[src/rtl/cordic_fmt_pkg.sv]
// Shared number-format constants and state type for the CORDIC float/fixed converters.
package cordic_fmt_pkg;

    localparam int unsigned FIXED_W       = 22;
    localparam int unsigned FRAC_W        = 20;
    localparam int unsigned FLOAT_W       = 32;
    localparam int unsigned EXP_BIAS      = 127;
    // Biased exponent of a Q2.20 value whose magnitude has its MSB set, i.e. [2, 4).
    localparam int unsigned EXP_MAX_FIXED = EXP_BIAS + FIXED_W - 1 - FRAC_W;

    typedef enum logic [1:0] {IDLE, NORM, DONE} f2x_state_t;

    // Two's-complement magnitude; the most negative code maps to itself as an unsigned value.
    function automatic logic [FIXED_W-1:0] fixedAbs(input logic [FIXED_W-1:0] x);
        return x[FIXED_W-1] ? (~x + FIXED_W'(1)) : x;
    endfunction

endpackage

[src/rtl/fixed_to_float_if.sv]
// Operand and result handshake bundle between a producer/consumer and fixed_to_float.
interface fixed_to_float_if;
    import cordic_fmt_pkg::*;

    logic [FIXED_W-1:0] fixedPoint;
    logic               in_valid;
    logic               in_ready;
    logic [FLOAT_W-1:0] floatingPoint;
    logic               out_valid;
    logic               out_ready;

    // Master feeds operands and consumes results.
    modport master (
        output fixedPoint, in_valid, out_ready,
        input  in_ready, floatingPoint, out_valid
    );

    // Slave is the converter itself.
    modport slave (
        input  fixedPoint, in_valid, out_ready,
        output in_ready, floatingPoint, out_valid
    );

endinterface

[src/rtl/fixed_to_float.sv]
// Q2.20 fixed-point to IEEE-754 single converter, normalising one bit per clock.
module fixed_to_float #(
    parameter int unsigned FIXED_W = cordic_fmt_pkg::FIXED_W,
    parameter int unsigned FRAC_W  = cordic_fmt_pkg::FRAC_W
) (
    input logic              clk,
    input logic              reset_n,
    fixed_to_float_if.slave  bus
);
    import cordic_fmt_pkg::*;

    localparam logic [7:0] ExpInit = 8'(EXP_BIAS + FIXED_W - 1 - FRAC_W);

    f2x_state_t         stateQ, stateD;
    logic [FIXED_W-1:0] magQ, magD;
    logic [7:0]         expQ, expD;
    logic               signQ, signD;
    logic [FLOAT_W-1:0] resultQ, resultD;

    logic               accept;
    logic               opZero;
    logic [FIXED_W-1:0] opAbs;

    assign opAbs  = fixedAbs(bus.fixedPoint);
    assign opZero = (bus.fixedPoint == '0);
    assign accept = bus.in_valid && bus.in_ready;

    assign bus.floatingPoint = resultQ;

    // State register.
    always_ff @(posedge clk or negedge reset_n) begin
        if (!reset_n) begin
            stateQ <= IDLE;
        end else begin
            stateQ <= stateD;
        end
    end

    // Next state: a result handed off in DONE can be replaced by a new operand the same edge.
    always_comb begin
        stateD = stateQ;
        unique case (stateQ)
            IDLE: if (accept) stateD = opZero ? DONE : NORM;
            NORM: if (magQ[FIXED_W-1]) stateD = DONE;
            DONE: begin
                if (bus.out_ready) begin
                    if (accept) stateD = opZero ? DONE : NORM;
                    else        stateD = IDLE;
                end
            end
            default: stateD = IDLE;
        endcase
    end

    // Handshake outputs; out_valid comes straight from the state register.
    always_comb begin
        bus.in_ready  = 1'b0;
        bus.out_valid = 1'b0;
        unique case (stateQ)
            IDLE: bus.in_ready = reset_n;
            DONE: begin
                bus.in_ready  = reset_n && bus.out_ready;
                bus.out_valid = 1'b1;
            end
            default: ;
        endcase
    end

    // Datapath next state: load on accept, otherwise shift until the MSB is set.
    always_comb begin
        magD    = magQ;
        expD    = expQ;
        signD   = signQ;
        resultD = resultQ;
        if (accept) begin
            signD = bus.fixedPoint[FIXED_W-1] && !opZero;
            magD  = opAbs;
            expD  = ExpInit;
            if (opZero) resultD = '0;
        end else if (stateQ == NORM) begin
            if (magQ[FIXED_W-1]) begin
                // Leading one is implicit; the 21 remaining bits pad out the 23-bit mantissa.
                resultD = {signQ, expQ, magQ[FIXED_W-2:0], 2'b00};
            end else begin
                magD = magQ << 1;
                expD = expQ - 8'd1;
            end
        end
    end

    // Datapath registers.
    always_ff @(posedge clk or negedge reset_n) begin
        if (!reset_n) begin
            magQ    <= '0;
            expQ    <= '0;
            signQ   <= 1'b0;
            resultQ <= '0;
        end else begin
            magQ    <= magD;
            expQ    <= expD;
            signQ   <= signD;
            resultQ <= resultD;
        end
    end

endmodule
[src/flat_wrapper.sv]
// flat-port wrapper written by rule: the top's interface ports become plain ports
module fixed_to_float_flat import cordic_fmt_pkg::*;
#(
    parameter int unsigned FIXED_W = cordic_fmt_pkg::FIXED_W,
    parameter int unsigned FRAC_W  = cordic_fmt_pkg::FRAC_W
)
  (clk, reset_n, bus_fixedPoint, bus_in_valid, bus_out_ready, bus_in_ready, bus_floatingPoint, bus_out_valid);
  fixed_to_float_if bus_i ();
  input logic clk;
  input logic reset_n;
  input wire logic [$bits(bus_i.fixedPoint)-1:0] bus_fixedPoint;
  input wire logic [$bits(bus_i.in_valid)-1:0] bus_in_valid;
  input wire logic [$bits(bus_i.out_ready)-1:0] bus_out_ready;
  output wire logic [$bits(bus_i.in_ready)-1:0] bus_in_ready;
  output wire logic [$bits(bus_i.floatingPoint)-1:0] bus_floatingPoint;
  output wire logic [$bits(bus_i.out_valid)-1:0] bus_out_valid;
  assign bus_i.fixedPoint = bus_fixedPoint;
  assign bus_i.in_valid = bus_in_valid;
  assign bus_i.out_ready = bus_out_ready;
  assign bus_in_ready = bus_i.in_ready;
  assign bus_floatingPoint = bus_i.floatingPoint;
  assign bus_out_valid = bus_i.out_valid;
  fixed_to_float #(.FIXED_W(FIXED_W), .FRAC_W(FRAC_W)) u_core (.clk(clk), .reset_n(reset_n), .bus(bus_i));
endmodule
[config.mk]
export PLATFORM = sky130hd
export DESIGN_NAME = fixed_to_float_flat
export DESIGN_NICKNAME = d
export VERILOG_FILES = /design/src/rtl/cordic_fmt_pkg.sv /design/src/rtl/fixed_to_float_if.sv /design/src/rtl/fixed_to_float.sv /design/src/flat_wrapper.sv
export SDC_FILE = /design/constraint.sdc
export NUM_CORES = 1
export LEC_CHECK = 0
export BUFFER_PORTS_ARGS = -buffer_cell sky130_fd_sc_hd__clkbuf_2
export CORE_MARGIN = 4
export CORE_UTILIZATION = 60
export CTS_CLUSTER_SIZE = 14
export DETAILED_ROUTE_END_ITERATION = 12
export GPL_ROUTABILITY_DRIVEN = 1
export PLACE_DENSITY = 0.92
export RECOVER_POWER = 100
export REMOVE_ABC_BUFFERS = 1
export SLEW_MARGIN = 0
export SYNTH_ARGS = -nofsm -noshare
export SYNTH_HDL_FRONTEND = slang
export SYNTH_SLANG_ARGS = --single-unit
[constraint.sdc]
create_clock -name clk -period 3.9 [get_ports clk]
set_input_delay 0.78 -clock clk [delete_from_list [all_inputs] [get_ports clk]]
set_output_delay 0.78 -clock clk [all_outputs]
set_load 0.01 [all_outputs]
==> results of run 1 <==
## per-layer routing
metal  up-vias  routed length [um]
met3        15                 511
met1      1352                3180
met5         -                   0
met2       110                3550
li1       1341                   -
met4         0                 140
## power groups by stage
| stage | Sequential (mW) | Clock, mW | Combinational [mW] |
|---|---|---|---|
| finish | 1.19 | 0.476 | 0.995 |
| floorplan | 1.21 | 0 | 0.607 |
| detailed placement | 1.19 | 0 | 1.04 |
| global placement | 1.17 | 0 | 0.996 |
| global route | 1.23 | 0.506 | 1.14 |
| CTS | 1.19 | 0.478 | 1.05 |
## stage by stage
stage	hold slack, ns	instance area (um2)	instances	power [mW]
2_1_floorplan	0.4455	3072	340	1.821
3_3_place_gp	0.4614	3510	475	2.169
3_5_place_dp	0.4717	3510	475	2.234
4_1_cts	0.4655	3667	490	2.710
5_1_grt	0.4971	3576	490	2.880
6_report	0.4490	3576	490	2.658
## registers in the layout, indices dropped and copies added (netlist names)
| signal | count |
|---|---|
| u_core.bus.floatingPoint | 30 |
| u_core.expQ | 8 |
| u_core.magQ | 22 |
| u_core.signQ | 1 |
| u_core.stateQ | 2 |
## area by class of cell
type | count | share of cell area
Sequential cell | 63 | 0.4409
Multi-Input combinational cell | 272 | 0.4059
Timing Repair Buffer | 65 | 0.07943
Clock buffer | 14 | 0.04269
Tap cell | 70 | 0.02449
Inverter | 5 | 0.005248
Clock inverter | 1 | 0.001400
## worst max-delay path by stage
stage | endpoint | start
2_1_floorplan | u_core.bus.floatingPoint[10] | bus_fixedPoint[11]
3_3_place_gp | u_core.magQ[14] | bus_fixedPoint[0]
3_5_place_dp | u_core.magQ[14] | bus_fixedPoint[0]
4_1_cts | u_core.magQ[14] | bus_fixedPoint[0]
5_1_grt | u_core.bus.floatingPoint[3] | bus_fixedPoint[11]
6_report | u_core.bus.floatingPoint[17] | bus_fixedPoint[11]
## cells by family (layout without fill, tap and decap cells)
logic type / count (synthesis) / count (layout) / share of synthesized area
simple gates: 165 / 165 / 0.2454
compound gates: 80 / 80 / 0.1432
other cells: 1 / 2 / 0.001173
flops: 63 / 63 / 0.4932
fa+ha+maj: 2 / 2 / 0.007827
xor+xnor: 23 / 23 / 0.06301
buf+inv: 31 / 85 / 0.04618
## cell usage after synthesis (4+ instances only)
library cell	count
sky130_fd_sc_hd__and3_1	14
sky130_fd_sc_hd__o41ai_1	4
sky130_fd_sc_hd__nand2_1	108
sky130_fd_sc_hd__o31ai_1	6
sky130_fd_sc_hd__nor2b_1	4
sky130_fd_sc_hd__inv_1	5
sky130_fd_sc_hd__xnor2_1	10
sky130_fd_sc_hd__dfrtp_1	63
sky130_fd_sc_hd__nor2_1	13
sky130_fd_sc_hd__xor2_1	13
sky130_fd_sc_hd__a31oi_1	6
sky130_fd_sc_hd__clkbuf_1	17
sky130_fd_sc_hd__o21ai_0	38
sky130_fd_sc_hd__a21oi_1	19
## critical path, cell delays in order
cell and delay (ns):
sky130_fd_sc_hd__clkbuf_1 0.15, sky130_fd_sc_hd__or4_1 0.63, sky130_fd_sc_hd__nand2b_1 0.23, sky130_fd_sc_hd__or4_1 0.46, sky130_fd_sc_hd__nor4b_1 0.40, sky130_fd_sc_hd__clkbuf_1 0.55, sky130_fd_sc_hd__o21ai_0 0.21
## cell usage in the layout, fill, tap and decap left out, types with 4 or more instances in the layout
cell type,instances
sky130_fd_sc_hd__clkbuf_2,23
sky130_fd_sc_hd__clkbuf_1,43
sky130_fd_sc_hd__clkbuf_8,10
sky130_fd_sc_hd__nand2_1,108
sky130_fd_sc_hd__a21oi_1,19
sky130_fd_sc_hd__a31oi_1,6
sky130_fd_sc_hd__o21ai_0,38
sky130_fd_sc_hd__and3_1,14
sky130_fd_sc_hd__dfrtp_1,63
sky130_fd_sc_hd__xor2_1,13
sky130_fd_sc_hd__or4_1,5
sky130_fd_sc_hd__o41ai_1,4
sky130_fd_sc_hd__o31ai_1,6
sky130_fd_sc_hd__inv_1,5
sky130_fd_sc_hd__nor2b_1,4
sky130_fd_sc_hd__nor2_1,13
sky130_fd_sc_hd__xnor2_1,10
==> flow_metrics.env, run 1 <==
export IMPL_die_h_um=81.00
export IMPL_clk_latency_ns=0.34
export IMPL_tns_ns=0
export IMPL_timing_rr_end="u_core.bus.floatingPoint[17]"
export IMPL_floorplan_rows=26
export IMPL_floorplan_die_area_um2=6560
export IMPL_max_capacitance_violation_total=1
export IMPL_synth_seq_cells=63
export IMPL_pwr_share_clk=0.179
export IMPL_multiInputGateArea_um2=1451
export IMPL_first_global_vias=2791
export IMPL_ant_nets=0
export IMPL_yosys_area_top_type="sky130_fd_sc_hd__dfrtp_1"
export IMPL_worst_slew_margin_rel=-0.1889
export IMPL_worst_slack_ns=0.6724
export IMPL_initial_core_util=0.6220
export IMPL_timing_worst_setup_path_type="primary input to flop"
export IMPL_met3_usage=0.04545
export IMPL_pre_cts_slack_ns=0.8142
export IMPL_worstPathMaxFanout=15
export IMPL_share_of_flip_flops_with_an_asynchronous_set_or_reset=1.000
export IMPL_cts_htree_levels=3
export IMPL_layout_filler_cells=431
export IMPL_finClkSkew_ns=0.007461
export IMPL_slew_violations=35
export IMPL_post_cts_buffers=0
export IMPL_place_port_buffers=57
export IMPL_number_of_enable_type_register_cells_in_the_synthesized_netlist=0
export IMPL_grtUsageMet2=0.4113
export IMPL_pin_count_of_the_biggest_net_entering_global_routing=35
export IMPL_synth_warnings=0
export IMPL_post_cts_resize_count=0
export IMPL_cells_after_synthesis=365
export IMPL_yosys_most_used_dff="sky130_fd_sc_hd__dfrtp_1"
export IMPL_post_route_util=0.6957
export IMPL_reg2reg_setup_slack_ns=1.42
export IMPL_powerDensity_nw_per_um2=743.3
export IMPL_routed_via_count=2818
export IMPL_drt_total_wl_mm=7.382
export IMPL_timing_critical_path_to_type="flop"
export IMPL_postSynthAreaPerCell_um2=8.758
export IMPL_fraction_of_layout_cells_with_a_size_suffix_above_1=0.09286
export IMPL_dieWidth_um=81.00
export IMPL_p_leak_nw=1.604
export IMPL_io_pins=60
export IMPL_worstMarginPinSlew_ns=1.783
export IMPL_floorplan_core_area_um2=5140
export IMPL_antenna_found_initial=0
export IMPL_final_setup_viol_count=0
export IMPL_tritoncts="done"
export IMPL_first_iter_violations=210
export IMPL_worst_case_clock_buffer_depth=2
export IMPL_seq_power_share=0.447
export IMPL_post_drt_wl_per_cell_um=15.07
export IMPL_drt_drc_violations_left=0
export IMPL_detailedPlacementHpwl_mm=5.070
export IMPL_fin_crit_ns=3.228
export IMPL_final_critical_path_share_of_the_clock_period=0.8276
export IMPL_worst_r2r_path_depth=5
export IMPL_power_frac_comb=0.374
export IMPL_most_used_routing_layer="met2"
export IMPL_grt_pass1_wl_mm=12.62
export IMPL_grt_use_total=0.2503
export IMPL_synthDominantCellAreaShare=0.4932
export IMPL_critPathRequiredTime_ns=4.08
export IMPL_drtPass1Iterations=4
export IMPL_timing_hold_worst_class="primary input to async pin"
export IMPL_power_switching_mw=1.054
export IMPL_routabilityCongestion=0.8840
export IMPL_start_kind="primary input"
export IMPL_worstPathArrival_ns=3.41
export IMPL_area_sequential_um2=1577
export IMPL_number_of_cts_inserted_buffers=9
export IMPL_met1_usage=0.3198
export IMPL_irDropWorstVdd_uv=561.3
export IMPL_synth_seq_area_share=0.4932
export IMPL_rsz0062_at_grt="no"
export IMPL_worst_setup_hold_path_clk_slew_ns=0.07
export IMPL_cts_hold_buffers=0
export IMPL_finalHoldViolations=0
export IMPL_outcome="finished, violations left"
export IMPL_violations="max-capacitance violations, max-slew violations"
export IMPL_intPower_mw=1.604
export IMPL_synth_top_cells_by_area="sky130_fd_sc_hd__dfrtp_1, sky130_fd_sc_hd__nand2_1, sky130_fd_sc_hd__o21ai_0"
export IMPL_antenna_cells=0
export IMPL_swShare=0.3966
export IMPL_r2r_start="u_core.stateQ[1]"
export IMPL_clock_sinks=63
export IMPL_synthToLayoutAreaGrowth_pct=11.86
export IMPL_yosysUniqueCellTypes=41
export IMPL_via_per_inst=5.751
export IMPL_cts_root_buf="sky130_fd_sc_hd__clkbuf_8"
export IMPL_grt_remaining_overflow=0
export IMPL_syn_cell_area_um2=3197
export IMPL_finish_net_count=444
export IMPL_max_clock_freq_mhz=309.8
Power figures use the tool's default switching activity.
==> inputs of run 2 (changes only) <==
- CORE_UTILIZATION: 60 -> 50
- PLACE_DENSITY: 0.92 -> 0.83
- clock period: 3.9 -> 2.9 ns (I/O delays scaled with it)
==> flow_metrics.env, run 2 (synthesized netlist as in run 1, its figures left out) <==
export IMPL_number_of_cts_inserted_buffers=9
export IMPL_critPathRequiredTime_ns=3.10
export IMPL_worstPathArrival_ns=2.76
export IMPL_tritoncts="done"
export IMPL_worst_setup_hold_path_clk_slew_ns=0.07
export IMPL_p_leak_nw=1.665
export IMPL_worstPathMaxFanout=11
export IMPL_timing_hold_worst_class="primary input to async pin"
export IMPL_clock_sinks=63
export IMPL_initial_core_util=0.5275
export IMPL_synthToLayoutAreaGrowth_pct=15.07
export IMPL_timing_rr_end="u_core.stateQ[1]"
export IMPL_cts_hold_buffers=0
export IMPL_drt_drc_violations_left=0
export IMPL_top_library_cells_by_usage_in_the_layout_fill_and_taps_aside="sky130_fd_sc_hd__nand2_1, sky130_fd_sc_hd__dfrtp_1, sky130_fd_sc_hd__o21ai_0"
export IMPL_drt_total_wl_mm=7.573
export IMPL_finish_net_count=446
export IMPL_layout_filler_cells=565
export IMPL_ant_nets=0
export IMPL_fraction_of_layout_cells_with_a_size_suffix_above_1=0.1229
export IMPL_final_critical_path_share_of_the_clock_period=0.8837
export IMPL_routabilityCongestion=0.8224
export IMPL_worstMarginPinSlew_ns=1.442
export IMPL_grt_remaining_overflow=0
export IMPL_worst_case_clock_buffer_depth=2
export IMPL_pin_count_of_the_biggest_net_entering_global_routing=61
export IMPL_number_of_flip_flops_under_the_largest_register_name=30
export IMPL_post_drt_wl_per_cell_um=15.21
export IMPL_timing_worst_setup_path_type="primary input to flop"
export IMPL_final_setup_viol_count=0
export IMPL_worstPathBufferInverterCount=2
export IMPL_worst_r2r_path_depth=6
export IMPL_worst_setup_path_startpoint="bus_fixedPoint[11]"
export IMPL_r2r_start="u_core.stateQ[1]"
export IMPL_via_per_inst=5.606
export IMPL_finClkSkew_ns=0.01319
export IMPL_outcome="finished clean"
export IMPL_crit_path_top_delay_cell="sky130_fd_sc_hd__or4_4"
export IMPL_post_cts_buffers=0
export IMPL_floorplan_die_area_um2=7737
export IMPL_cts_htree_levels=3
export IMPL_irDropWorstVdd_uv=516.8
export IMPL_die_h_um=87.96
export IMPL_grt_use_total=0.2079
export IMPL_floorplan_rows=28
export IMPL_fin_crit_ns=2.563
export IMPL_finalHoldViolations=0
export IMPL_crit_path_cell_trace="clkbuf_2 -> or4_4 -> nand2b_4 -> or4_4 -> nor4b_4 -> clkbuf_1 -> o21ai_0"
export IMPL_p_total_mw=3.717
export IMPL_routed_via_count=2792
export IMPL_max_clock_freq_mhz=390.2
export IMPL_critPathMaxStageDelay_ns=0.57
export IMPL_critPathMostFrequentCell="sky130_fd_sc_hd__or4_4"
export IMPL_post_route_util=0.6069
export IMPL_rsz0062_at_grt="no"
export IMPL_grt_pass1_wl_mm=12.58
export IMPL_timing_critical_path_to_type="flop"
export IMPL_detailedPlacementHpwl_mm=5.099
export IMPL_floorplan_core_area_um2=6061
export IMPL_max_capacitance_violation_total=0
export IMPL_cts_root_buf="sky130_fd_sc_hd__clkbuf_8"
export IMPL_tns_ns=0
export IMPL_place_port_buffers=57
export IMPL_worst_slew_margin_rel=0.03889
export IMPL_slew_violations=0
export IMPL_first_iter_violations=226
export IMPL_first_global_vias=2640
export IMPL_antenna_cells=0
export IMPL_mostFrequentLayoutCell="sky130_fd_sc_hd__nand2_1"
export IMPL_dieWidth_um=87.96
export IMPL_start_kind="primary input"
export IMPL_reg2reg_setup_slack_ns=0.41
export IMPL_io_pins=60
export IMPL_post_cts_resize_count=0
export IMPL_clk_latency_ns=0.35
export IMPL_antenna_found_initial=0
export IMPL_powerDensity_nw_per_um2=1010
export IMPL_cpLargestDelayFamily="simple AND/OR/NAND/NOR gates"
export IMPL_drtPass1Iterations=4
## run 2: cell types whose count changed in the layout (fill, tap and decap cells not counted), moves of 2 or more
| cell | previous run | this run |
|---|---|---|
| sky130_fd_sc_hd__buf_4 | 3 | 6 |
| sky130_fd_sc_hd__clkinvlp_4 | 0 | 2 |
| sky130_fd_sc_hd__clkbuf_1 | 43 | 37 |
| sky130_fd_sc_hd__clkinv_4 | 0 | 2 |
| sky130_fd_sc_hd__inv_6 | 0 | 2 |
| sky130_fd_sc_hd__or4_1 | 5 | 3 |
| sky130_fd_sc_hd__or4_4 | 0 | 2 |
## run 2: worst max path at each step
| stage | depth (start not counted) | end | slack (ns) |
|---|---|---|---|
| after CTS | 8 | u_core.magQ[14] | 0.50 |
| final | 7 | u_core.bus.floatingPoint[22] | 0.34 |
| after floorplan | 5 | u_core.bus.floatingPoint[10] | 0.10 |
| after global placement | 8 | u_core.magQ[14] | 0.20 |
| after detailed placement | 8 | u_core.magQ[14] | 0.15 |
| after global routing | 6 | u_core.bus.floatingPoint[22] | 0.18 |
## run 2: area by class of cell
class                           count  area [um2]  share of cell area
Sequential cell                    63        1577              0.4286
Multi-Input combinational cell    272        1481              0.4027
Timing Repair Buffer               67       304.0             0.08265
Clock buffer                        9       123.9             0.03367
Tap cell                           75       93.84             0.02551
Clock inverter                      7       80.08             0.02177
Inverter                            5       18.77            0.005102
## run 2: routing by layer
metal	part of all wire	track usage	wire length, um
met1	0.44	0.2873	3313
met2	0.49	0.3260	3703
met3	0.063	0.04045	479
met4	0.010	0.07531	77
met5	0	0	0
## run 2: where the power goes
group | leakage (nW) | internal, mW | total [mW] | switching (mW)
clock | 0.0964 | 0.405 | 0.780 | 0.375
sequential | 0.768 | 1.30 | 1.58 | 0.284
combinational | 0.800 | 0.531 | 1.35 | 0.822
total | 1.66 | 2.24 | 3.72 | 1.48
## run 2: stage by stage
stage / hold WS [ns] / area, um2 / cells / worst slack [ns]
after floorplan: 0.2844 / 3072 / 340 / 0.1001
after global placement: 0.4132 / 3531 / 482 / 0.1992
after detailed placement: 0.4205 / 3531 / 482 / 0.1520
after CTS: 0.05532 / 3735 / 498 / 0.5029
after global routing: 0.1352 / 3679 / 498 / 0.1814
final: 0.1249 / 3679 / 498 / 0.3373
